File: src/rtl/dff_pkg.sv
// Shared types for the din debounce / dff input stage.
package dff_pkg;
  localparam int DEB_CNT_W = 8;

  typedef enum logic [1:0] {
    IDLE_LOW  = 2'd0,
    WAIT_HIGH = 2'd1,
    IDLE_HIGH = 2'd2,
    WAIT_LOW  = 2'd3
  } deb_state_t;

  // Saturating increment: sticks at all-ones instead of wrapping.
  function automatic logic [DEB_CNT_W-1:0] sat_inc(input logic [DEB_CNT_W-1:0] v);
    return (v == '1) ? v : v + 1'b1;
  endfunction
endpackage

File: src/rtl/din_debounce_if.sv
// Bundle between the debouncer (master, drives din) and the dff stage (slave).
interface din_debounce_if;
  import dff_pkg::*;

  logic                 en;
  logic                 raw_in;
  logic                 din_clean;
  logic                 rise_pulse;
  logic                 fall_pulse;
  logic [DEB_CNT_W-1:0] change_count;

  modport master (input en, raw_in,
                  output din_clean, rise_pulse, fall_pulse, change_count);
  modport slave  (output en, raw_in,
                  input din_clean, rise_pulse, fall_pulse, change_count);
endinterface

File: src/rtl/sync2.sv
// Two-flop synchronizer for an asynchronous level.
module sync2 (
  input  logic clk,
  input  logic reset,
  input  logic d,
  output logic q
);
  logic meta;

  always_ff @(posedge clk) begin
    if (reset) begin
      meta <= 1'b0;
      q    <= 1'b0;
    end else begin
      meta <= d;
      q    <= meta;
    end
  end
endmodule

File: src/rtl/din_debounce.sv
// Debounces a noisy async level into a clean din, with edge pulses and a
// saturating count of accepted transitions.
module din_debounce
  import dff_pkg::*;
#(
  parameter int STABLE_CYCLES = 4
) (
  input  logic clk,
  input  logic reset,
  din_debounce_if.master bus
);
  localparam logic [DEB_CNT_W-1:0] LAST = DEB_CNT_W'(STABLE_CYCLES - 1);

  logic                 s;
  deb_state_t           state;
  logic [DEB_CNT_W-1:0] stable_cnt;
  logic                 din_clean_q, rise_q, fall_q;
  logic [DEB_CNT_W-1:0] change_cnt_q;

  // Synchronizer is free-running; en only gates the decision logic.
  sync2 u_sync (
    .clk   (clk),
    .reset (reset),
    .d     (bus.raw_in),
    .q     (s)
  );

  always_ff @(posedge clk) begin
    if (reset) begin
      state        <= IDLE_LOW;
      stable_cnt   <= '0;
      din_clean_q  <= 1'b0;
      rise_q       <= 1'b0;
      fall_q       <= 1'b0;
      change_cnt_q <= '0;
    end else if (!bus.en) begin
      rise_q <= 1'b0;
      fall_q <= 1'b0;
    end else begin
      rise_q <= 1'b0;
      fall_q <= 1'b0;
      case (state)
        IDLE_LOW: if (s) begin
          state      <= WAIT_HIGH;
          stable_cnt <= DEB_CNT_W'(1);
        end
        WAIT_HIGH: begin
          if (!s) begin
            state      <= IDLE_LOW;
            stable_cnt <= '0;
          end else if (stable_cnt == LAST) begin
            state        <= IDLE_HIGH;
            stable_cnt   <= '0;
            din_clean_q  <= 1'b1;
            rise_q       <= 1'b1;
            change_cnt_q <= sat_inc(change_cnt_q);
          end else begin
            stable_cnt <= stable_cnt + 1'b1;
          end
        end
        IDLE_HIGH: if (!s) begin
          state      <= WAIT_LOW;
          stable_cnt <= DEB_CNT_W'(1);
        end
        WAIT_LOW: begin
          if (s) begin
            state      <= IDLE_HIGH;
            stable_cnt <= '0;
          end else if (stable_cnt == LAST) begin
            state        <= IDLE_LOW;
            stable_cnt   <= '0;
            din_clean_q  <= 1'b0;
            fall_q       <= 1'b1;
            change_cnt_q <= sat_inc(change_cnt_q);
          end else begin
            stable_cnt <= stable_cnt + 1'b1;
          end
        end
        default: begin
          state      <= IDLE_LOW;
          stable_cnt <= '0;
        end
      endcase
    end
  end

  assign bus.din_clean    = din_clean_q;
  assign bus.rise_pulse   = rise_q;
  assign bus.fall_pulse   = fall_q;
  assign bus.change_count = change_cnt_q;
endmodule

File: src/flat_wrapper.sv
// flat-port wrapper written by rule: the top's interface ports become plain ports
module din_debounce_flat import dff_pkg::*;
#(
  parameter int STABLE_CYCLES = 4
)
  (clk, reset, bus_en, bus_raw_in, bus_din_clean, bus_rise_pulse, bus_fall_pulse, bus_change_count);
  din_debounce_if bus_i ();
  input  logic clk;
  input  logic reset;
  input wire logic [$bits(bus_i.en)-1:0] bus_en;
  input wire logic [$bits(bus_i.raw_in)-1:0] bus_raw_in;
  output wire logic [$bits(bus_i.din_clean)-1:0] bus_din_clean;
  output wire logic [$bits(bus_i.rise_pulse)-1:0] bus_rise_pulse;
  output wire logic [$bits(bus_i.fall_pulse)-1:0] bus_fall_pulse;
  output wire logic [$bits(bus_i.change_count)-1:0] bus_change_count;
  assign bus_i.en = bus_en;
  assign bus_i.raw_in = bus_raw_in;
  assign bus_din_clean = bus_i.din_clean;
  assign bus_rise_pulse = bus_i.rise_pulse;
  assign bus_fall_pulse = bus_i.fall_pulse;
  assign bus_change_count = bus_i.change_count;
  din_debounce #(.STABLE_CYCLES(STABLE_CYCLES)) u_core (.clk(clk), .reset(reset), .bus(bus_i));
endmodule
File: config.mk
export PLATFORM = sky130hd
export DESIGN_NAME = din_debounce_flat
export DESIGN_NICKNAME = d
export VERILOG_FILES = /design/src/rtl/dff_pkg.sv /design/src/rtl/din_debounce_if.sv /design/src/rtl/sync2.sv /design/src/rtl/din_debounce.sv /design/src/flat_wrapper.sv
export SDC_FILE = /design/constraint.sdc
export NUM_CORES = 1
export LEC_CHECK = 0
export CAP_MARGIN = 5
export CORE_AREA = 2 2 51 53
export CTS_BUF_LIST = sky130_fd_sc_hd__clkbuf_8
export CTS_CLUSTER_SIZE = 10
export DETAILED_ROUTE_END_ITERATION = 6
export DIE_AREA = 0 0 53 55
export PLACE_DENSITY = 0.81
export SLEW_MARGIN = 15
export SYNTH_ARGS = -nofsm -noshare
export SYNTH_HDL_FRONTEND = slang
export SYNTH_SLANG_ARGS = --single-unit
File: constraint.sdc
create_clock -name clk -period 2 [get_ports clk]
set_clock_uncertainty 0.1 [all_clocks]
set_input_delay 0.5 -clock clk [delete_from_list [all_inputs] [get_ports clk]]
set_output_delay 0.5 -clock clk [all_outputs]
set_load 0.005 [all_outputs]
After elaboration in Yosys (flattened, before gate mapping)
Cells that the tools add are included.

Bits in registers: 23. Input port bits: 4. Output and inout bits: 11. Word-level logic and storage cells: 59.

Add/sub/neg operators: 2. Equality and inequality tests: 13. Muxes and demuxes: 24. Bitwise operators: 4. Reductions and logical operators: 8.

Operator list (number): $mux W8 (9); $pmux W8 S4 (1); $add A8 B1 Y8 const B (2); $pmux W8 S2 (1); $mux W2 (6); $eq A8 B2 Y1 const B (1); $eq A8 B8 Y1 const B (1); $ne A2 B2 Y1 const B (4); $pmux W2 S4 (1); $reduce_or A4 Y1 (2); $ne A3 B2 Y1 const B (2); $reduce_and A6 Y1 (1); $mux W1 (5); $reduce_and A5 Y1 (1); $eq A2 B2 Y1 const B (2); $ne A2 B1 Y1 const B (2); $not A1 Y1 (4); $reduce_and A4 Y1 (1); $reduce_and A3 Y1 (1); $eq A2 B1 Y1 const B (1); $logic_not A2 Y1 (1); $pmux W1 S2 (1); $reduce_bool A2 Y1 (1).

Longest topological paths before layout
Gate-level depths: netlist of run 1.

Word-level depth: 5. Mapped depth: 6.

Hierarchy
A second synthesis of run 1 with hierarchy kept.

Cell total of the unflattened synthesis: 132. Area, all modules: 1222.4 um^2.

Modules (own cells, without submodules): din_debounce (times used 1, cells each 128, area each 1169.9 um^2, seq. area each 420.4 um^2); sync2 (times used 1, cells each 4, area each 52.6 um^2, seq. area each 40.0 um^2).

Least setup slack after synthesis of run 1
Ideal clock, no wire load.

Path kind: in2reg. Start: in bus_en. End: reg u_core.change_cnt_q[7] (netlist: u_core.bus.change_count[7]). Arrival: 1750 ps. Data required time: 1830 ps. Slack: 79 ps. Stages on the path: 5. Buffers on the path: 1. Cells stage by stage: clkbuf_1 -> and2_1 -> nand4_2 -> or4_1 -> a21oi_1.

Cells in the longest elaborated chain, start to end: 1.

Ends and longest elaborated chain: start: declaration (RTL line flat_wrapper.sv:10) `input wire logic [$bits(bus_i.en)-1:0] bus_en;`; $reduce_and A4 Y1 (no line); end signal: assignment (RTL line din_debounce.sv:56) `change_cnt_q <= sat_inc(change_cnt_q);`; end signal: assignment (RTL line din_debounce.sv:74) `change_cnt_q <= sat_inc(change_cnt_q);`; end: declaration (RTL line din_debounce.sv:18) `logic [DEB_CNT_W-1:0] change_cnt_q;`.

Every way passes these cells. A chain may end at the register's enable or synchronous reset.

Final worst setup path of run 1
Same ends and word-level chain as after synthesis.

==> metrics, run 1 <==
setup_tns=0 ns; gr usage total=18.8%; Place WS=-0.241 ns; Max clock buf depth=2; die height=55 um; maximum VDD drop=0.466 mV; fillcell total=219; Final HPWL DP=1780 um; ordered list of cells on the worst path=clkdlybuf4s50_1 -> and2_4 -> nand4_4 -> or4_1 -> a21oi_1; P per Cell Area=541 nW/um2; Slew Viols, Final=0; synthesized area=1120 um2; Worst path slowest cell=or4_1; Main synth FF type=dfxtp_1; pin count of the biggest net entering global routing=14; Cell Count, Final, Fillers Out=183; DRT Pass-1 Iters=4; Top delay family on crit path=simple AND/OR/NAND/NOR gates; antenna violations before repair=0; register area share after synthesis=41.1%; Net Count, Synth=134; synth warn=0; HP Class=flop to flop; relative slew slack=60.4%; DRT iter0 DRCs=24; ANT cells=0; Synth async-reset ratio=0%; final setup fails=0; Bufs and invs on worst path=1; multi-input logic area=647 um2; Crit Path Category=primary input to flop; Mapped Cells=127; placed cells=179; worst-margin pin slew=0.589 ns; clk sinks=23; nets@finish=161; DR vias=1042; core area=2360 um2; std cell rows=18; CP arrival=1.96 ns; min Tclk post-route=1.87 ns; Hold Buf Count CTS=0; f_max=536 MHz; htree depth=1; total gr overflow=0; area leader, netlist=dfxtp_1; Crit path required time=2.09 ns; count leader, synth=dfxtp_1; worst-path fanout max=7; Final Cycle Share=93.3%; most frequent cells after synthesis=23 x dfxtp_1, 14 x a21oi_1, 8 x nor2_1; top post-synthesis cells by area=dfxtp_1 41%, a21oi_1 6.3%, ha_1 3.3%, o31ai_1 3.3%, nor4b_1 3.1%; vias per inst=5.69; CTS buffer count=3; number of global-route vias before repair=892; number of synthesized flops with an enable pin=0; Area Growth Syn to Fin=29.5%; die footprint=2920 um2; Final WS setup=0.134 ns; I/O pin cnt=15; root buffer cell=clkbuf_8; first-pass GRT wire length=3980 um; total power=0.785 mW; Total Routed Length=2550 um; total setup buffers inserted after CTS=0; Yosys cell types=35; Yosys top cell area share=41.1%; Seq cells post-synth=23; status=finished clean; Synth Area per Inst=8.83 um2; crit start category=primary input; Worst-path clk slew=0.08 ns; leakage power=0.506 nW; total area of sequential cells=460 um2; Hold Fails Final Rpt=0; share of layout cells above drive strength 1=15.0%; Crit path largest cell delay=0.53 ns; post-route ant nets=0; # DRC=0; initial core utilization=47.4%; RePlAce Congestion=0.861; Horiz. Die Dim=53 um; PortBufs=14; routed len/inst=13.9 um; Max-Cap Viols=0; clock latency on the worst-skew pair=0.26 ns; CTS tree=yes; CP Capture Type=flop
-- worst register-to-register path, delay by kind of cell (launching register included) --
family / cells / cell delay [ns]
compound gates: 1 / 0.15
flops: 1 / 0.34
simple gates: 3 / 0.99
fa+ha+maj: 1 / 0.21
-- report_power, final --
group / leakage [nW] / internal (mW) / total, mW / switching (mW)
clock network: 0.0255 / 0.139 / 0.281 / 0.142
logic: 0.294 / 0.0199 / 0.0404 / 0.0205
registers: 0.186 / 0.461 / 0.464 / 0.00336
-- per-stage QoR --
| step | area [um2] | hold slack, ns | utilization [%] |
|---|---|---|---|
| final | 1450 | 0.342 | 61.4 |
| after global routing | 1450 | 0.359 | 61.4 |
| after CTS | 1430 | 0.348 | 60.5 |
| after detailed placement | 1380 | 0.328 | 58.3 |
| after global placement | 1380 | 0.323 | 58.3 |
| after floorplan | 1120 | 0.314 | - |
-- final timing paths --
check / startpoint / to / slack [ns] / cells past startpoint
worst max register to register: u_core.stable_cnt[1]$_SDFFE_PP0P_ / u_core.bus.change_count[7]$_SDFFE_PP0P_ / 0.15 / 5
worst max-delay path: bus_en / u_core.bus.change_count[7]$_SDFFE_PP0P_ / 0.13 / 5
worst min-delay path: u_core.u_sync.meta$_SDFF_PP0_ / u_core.u_sync.q$_SDFF_PP0_ / 0.34 / 1
worst min register to register: u_core.u_sync.meta$_SDFF_PP0_ / u_core.u_sync.q$_SDFF_PP0_ / 0.34 / 1
-- final cells by class --
cell class                      instances  area share [%]
Clock buffer                            3            2.84
Clock inverter                          1           0.345
Inverter                                4            1.03
Multi-Input combinational cell         94            44.6
Sequential cell                        23            31.7
Tap cell                               30            2.59
Timing Repair Buffer                   28            16.9
-- cells in the final DEF (no fill, tap or decap), drive strengths merged, types with 3 or more instances in the layout --
master,synthesis,routed
or3,4,4
clkbuf,4,3
ha,3,3
and3,3,3
or4,4,4
nor4b,4,4
nor2,8,8
clkdlybuf4s50,0,14
o21ai,8,8
o31ai,5,5
xor2,3,3
dfxtp,23,23
mux2i,3,3
buf,2,14
inv,4,4
a21oi,14,14
xnor2,3,3
nand2,3,3
nand3,5,5
nor2b,3,3
nand4,5,5
-- cells by family after synthesis --
| group | Yosys count | synth area share (%) |
|---|---|---|
| adder cells (fa/ha/maj) | 3 | 3.35 |
| multiplexers | 3 | 2.68 |
| XOR/XNOR | 6 | 5.36 |
| buffers and inverters | 10 | 3.57 |
| flip-flops | 23 | 41.1 |
| AND/OR/NAND/NOR | 47 | 25.3 |
| AO/OA/AOI/OAI | 35 | 18.6 |
-- routing by layer --
metal	GRT usage, %	vias to the layer above	wire length, um
met5	0	-	0
met4	8.55	0	34
met3	3.49	4	63
met2	30.8	16	1280
met1	24.2	497	1170
li1	-	525	-
-- what timing repair did --
action,4_1_cts,5_1_grt
cloned,0,0
resized for setup,1,3
endpoints found under the setup margin,6,6
pin swaps,0,1
-- flip-flops by register name, summed over array words and instances, names as in the netlist, named ones only --
name	flops
u_core.bus.change_count	8
u_core.stable_cnt	8
u_core.bus.din_clean	1
u_core.bus.fall_pulse	1
u_core.bus.rise_pulse	1
u_core.state	1
u_core.u_sync.meta	1
u_core.u_sync.q	1
No activity file was read; power rests on OpenSTA's default activity.
==> run 2: changes to the inputs <==
MAX_ROUTING_LAYER = met4   (was default)
==> metrics, run 2 (synthesis results as in run 1) <==
final setup fails=0 (unchanged); RePlAce Congestion=0.875 (+1.6%); metal3 WL=63 um (unchanged); most frequent cells in the layout=23 x dfxtp_1, 14 x a21oi_1, 14 x clkdlybuf4s50_1, 14 x buf_4, 8 x nor2_1; number of global-route vias before repair=891 (-0.11%); core area=2360 um2 (unchanged); nets@finish=161 (unchanged); DRT Pass-1 Iters=4 (unchanged); DRT iter0 DRCs=24 (unchanged); Final WS setup=0.135 ns (+0.000753 ns); Worst path slowest cell=clkdlybuf4s50_1; htree depth=1 (unchanged); vias per inst=5.70 (about the same); Hold Fails Final Rpt=0 (unchanged); CTS buffer count=3 (unchanged); Logic pwr share=5.2% (about the same); crit start category=flop; maximum VDD drop=0.465 mV (-0.26%); Bufs and invs on worst path=1 (unchanged); min Tclk post-route=1.87 ns (-0.000753 ns); routed len/inst=13.9 um (about the same); root buffer cell=clkbuf_8; PortBufs=14 (unchanged); metal2 WL=1290 um (+0.23%); worst-margin pin slew=0.592 ns (+0.00246 ns); Hold Buf Count CTS=0 (unchanged); share of layout cells above drive strength 1=15.0% (unchanged); reg2reg setup slack=0.15 ns (about the same); total gr overflow=0 (unchanged); Slew Viols, Final=0 (unchanged); Crit path required time=1.40 ns (-0.69 ns); status=finished clean; total setup buffers inserted after CTS=0 (unchanged); total power=0.784 mW (-0.12%); CP arrival=1.27 ns (-0.69 ns); I/O pin cnt=15 (unchanged); die height=55 um (unchanged); Final HPWL DP=1780 um (unchanged); uppermost layer routed=met4; P per Cell Area=540 nW/um2 (-0.12%); CP Capture Type=output port; post-route ant nets=0 (unchanged); pin count of the biggest net entering global routing=14 (unchanged); Flop pwr share=59.2% (about the same); Place WS=-0.241 ns (unchanged); clock power share=35.7% (about the same); initial core utilization=47.4% (unchanged); std cell rows=18 (unchanged); Top delay family on crit path=buffers and inverters; Max-Cap Viols=0 (unchanged); Worst-path clk slew=0.08 ns (about the same); DR vias=1043 (+0.096%); Max clock buf depth=2 (unchanged); first-pass GRT wire length=3970 um (-0.18%); WL met1=1160 um (-0.26%); HP Class=flop to flop; Horiz. Die Dim=53 um (unchanged); CTS tree=yes; sw power=0.165 mW (-0.53%); Total Routed Length=2540 um (about the same); relative slew slack=60.2% (-0.17 points); f_max=536 MHz (about the same); clk sinks=23 (unchanged); ANT cells=0 (unchanged); fillcell total=219 (unchanged); ordered list of cells on the worst path=clkdlybuf4s50_1; commonest non-fill, non-tap cell in the layout=dfxtp_1; Int Pwr=0.619 mW (about the same); # DRC=0 (unchanged); Area Growth Syn to Fin=29.5% (unchanged); antenna violations before repair=0 (unchanged); leakage power=0.506 nW (unchanged); Sw Share=21.0% (-0.087 points); die footprint=2920 um2 (unchanged); worst-path fanout max=7 (unchanged); gr usage total=19.3% (+0.48 points); Crit path largest cell delay=0.56 ns (+0.03 ns); Final Cycle Share=93.3% (about the same); Crit Path Category=flop to output port; clock latency on the worst-skew pair=0.26 ns (about the same)
-- run 2: cell counts in the layout (fill, tap and decap cells not counted) --
No cell type changed its count.
-- run 2: layer usage --
metal	GRT usage (%)	vias to the layer above
met2	30.8	16
met5	-	-
met3	3.23	4
met1	24.2	498
met4	8.55	0
li1	-	525
-- run 2: per-stage QoR --
stage,utilization [%],TNS [ns],cells,area [um2],hold slack (ns)
global route,61.4,-0.0235,183,1450,0.359
floorplan,-,0,127,1120,0.314
detailed placement,58.3,-1.48,179,1380,0.328
CTS,60.5,0,183,1430,0.348
finish,61.4,0,183,1450,0.342
global placement,58.3,-1.20,179,1380,0.323
-- run 2: worst paths after layout --
path / startpoint / end / depth (start not counted)
worst max-delay path: u_core.bus.change_count[0]$_SDFFE_PP0P_ / bus_change_count[0] / 1
worst min-delay path: u_core.u_sync.meta$_SDFF_PP0_ / u_core.u_sync.q$_SDFF_PP0_ / 1
worst max register to register: u_core.stable_cnt[1]$_SDFFE_PP0P_ / u_core.bus.change_count[7]$_SDFFE_PP0P_ / 5
worst min register to register: u_core.u_sync.meta$_SDFF_PP0_ / u_core.u_sync.q$_SDFF_PP0_ / 1
-- run 2: power by group through the flow --
| stage | clock [mW] | sequential (mW) | combinational [mW] |
|---|---|---|---|
| 2_1_floorplan | 0 | 0.473 | 0.0208 |
| 3_3_place_gp | 0 | 0.475 | 0.0385 |
| 3_5_place_dp | 0 | 0.475 | 0.0394 |
| 4_1_cts | 0.295 | 0.464 | 0.0395 |
| 5_1_grt | 0.321 | 0.464 | 0.0441 |
| 6_report | 0.280 | 0.464 | 0.0404 |
-- run 2: area by class of cell --
class                           instances  area [um2]  share of cell area, %
Clock inverter                          1        5.00                  0.345
Clock buffer                            3        41.3                   2.84
Tap cell                               30        37.5                   2.59
Multi-Input combinational cell         94         647                   44.6
Timing Repair Buffer                   28         245                   16.9
Inverter                                4        15.0                   1.03
Sequential cell                        23         460                   31.7
-- run 2: what timing repair did --
item / in CTS / in global routing
cloned: 0 / 0
hold endpoints to repair: 0 / 0
pin swaps: 0 / 1
endpoints found under the setup margin: 6 / 6
resized for setup: 1 / 3
==> run 3: changes to the inputs <==
SETUP_SLACK_MARGIN = 0.05   (was default)
==> metrics, run 3 (synthesis results as in run 1) <==
initial core utilization=47.4% (unchanged); Final Cycle Share=93.4% (+0.17 points); Crit path required time=2.10 ns (+0.70 ns); RePlAce Congestion=0.875 (unchanged); clk sinks=23 (unchanged); Horiz. Die Dim=53 um (unchanged); CP Capture Type=flop; clock latency on the worst-skew pair=0.26 ns (about the same); Final Util=61.6% (+0.26 points); Hold Buf Count CTS=0 (unchanged); setup_tns=0 ns (unchanged); relative slew slack=60.2% (about the same); die footprint=2920 um2 (unchanged); post-route ant nets=0 (unchanged); status=finished clean; final setup fails=0 (unchanged); maximum VDD drop=0.464 mV (about the same); root buffer cell=clkbuf_8; core area=2360 um2 (unchanged); Hold Fails Final Rpt=0 (unchanged); Area Growth Syn to Fin=30.0%; P per Cell Area=539 nW/um2 (-0.33%); CTS tree=yes; die height=55 um (unchanged); share of layout cells above drive strength 1=16.3% (+1.3 points); total setup buffers inserted after CTS=0 (unchanged); Max clock buf depth=2 (unchanged); DR vias=1039 (-0.38%); nets@finish=161 (unchanged); number of global-route vias before repair=892 (+0.11%); min Tclk post-route=1.87 ns (+0.00345 ns); Total Routed Length=2560 um (+0.47%); commonest non-fill, non-tap cell in the layout=dfxtp_1; # DRC=0 (unchanged); HP Class=flop to flop; antenna violations before repair=0 (unchanged); DRT Pass-1 Iters=4 (unchanged); leakage power=0.502 nW (-0.61%); Final HPWL DP=1780 um (unchanged); crit start category=primary input; pin count of the biggest net entering global routing=14 (unchanged); Design Area, Final=1460 um2 (+0.43%); vias per inst=5.68 (-0.38%); gr usage total=19.4% (+0.12 points); f_max=535 MHz (-0.18%); htree depth=1 (unchanged); Max-Cap Viols=0 (unchanged); routed len/inst=14.0 um (+0.47%); PortBufs=14 (unchanged); total gr overflow=0 (unchanged); DRT iter0 DRCs=30 (+25%); most frequent cells in the layout=23 x dfxtp_1, 14 x clkdlybuf4s50_1, 14 x buf_4; std cell rows=18 (unchanged); CP arrival=1.97 ns (+0.70 ns); worst-margin pin slew=0.592 ns (+0.0000845 ns); Slew Viols, Final=0 (unchanged); first-pass GRT wire length=4010 um (+0.86%); reg2reg setup slack=0.15 ns (about the same); unrepaired setup endpoints after global routing=true; Worst-path clk slew=0.08 ns (about the same); DP Area=1380 um2 (unchanged); Crit Path Category=primary input to flop; ANT cells=0 (unchanged); worst-path fanout max=7 (unchanged); CTS buffer count=3 (unchanged); I/O pin cnt=15 (unchanged)
## run 3: path summary, 6_finish.rpt
check                                    start                                       to  depth (start not counted)
min reg2reg      u_core.u_sync.meta$_SDFF_PP0_               u_core.u_sync.q$_SDFF_PP0_                          1
max                                     bus_en  u_core.bus.change_count[3]$_SDFFE_PP0P_                          5
min              u_core.u_sync.meta$_SDFF_PP0_               u_core.u_sync.q$_SDFF_PP0_                          1
max reg2reg  u_core.stable_cnt[1]$_SDFFE_PP0P_  u_core.bus.change_count[3]$_SDFFE_PP0P_                          5
## run 3: what timing repair did
item                       4_1_cts  5_1_grt
pin swaps                        0        1
cloned                           0        0
setup endpoints to repair        6        6
resized for setup                3        3
## run 3: report_power, final
group	switching, mW	leakage [nW]	internal (mW)
combinational	0.0211	0.291	0.0199
sequential	0.00343	0.186	0.461
clock	0.141	0.0255	0.139
## run 3: layout make-up
cell class,count,area [um2]
well taps,30,37.5
inverters,4,15.0
clock inverters,1,5.00
multi-input cells,94,653
flip-flops and latches,23,460
clock buffers,3,41.3
fillers,214,907
repair buffers,28,245
## run 3: worst max-delay path, stage by stage
cell             delay (ns)
clkdlybuf4s50_1        0.48
and2_4                 0.17
nand4_4                0.13
or4_1                  0.55
a21oi_2                0.14
## run 3: layer usage
layer | track usage [%] | up-vias | part of all wire (%)
li1 | - | 526 | -
met1 | 24.5 | 493 | 45
met2 | 30.8 | 16 | 51
met3 | 3.23 | 4 | 3.1
met4 | 8.55 | 0 | 1.2
met5 | - | - | 0
## run 3: per-stage QoR
step                      hold slack (ns)  power [mW]  setup WS [ns]  cells
after floorplan                     0.314       0.494         0.0793    127
after global placement              0.323       0.513         -0.207    179
after detailed placement            0.328       0.514         -0.241    179
after CTS                           0.348       0.799         0.0808    183
after global routing                0.359       0.831         0.0320    183
final                               0.342       0.785          0.131    183
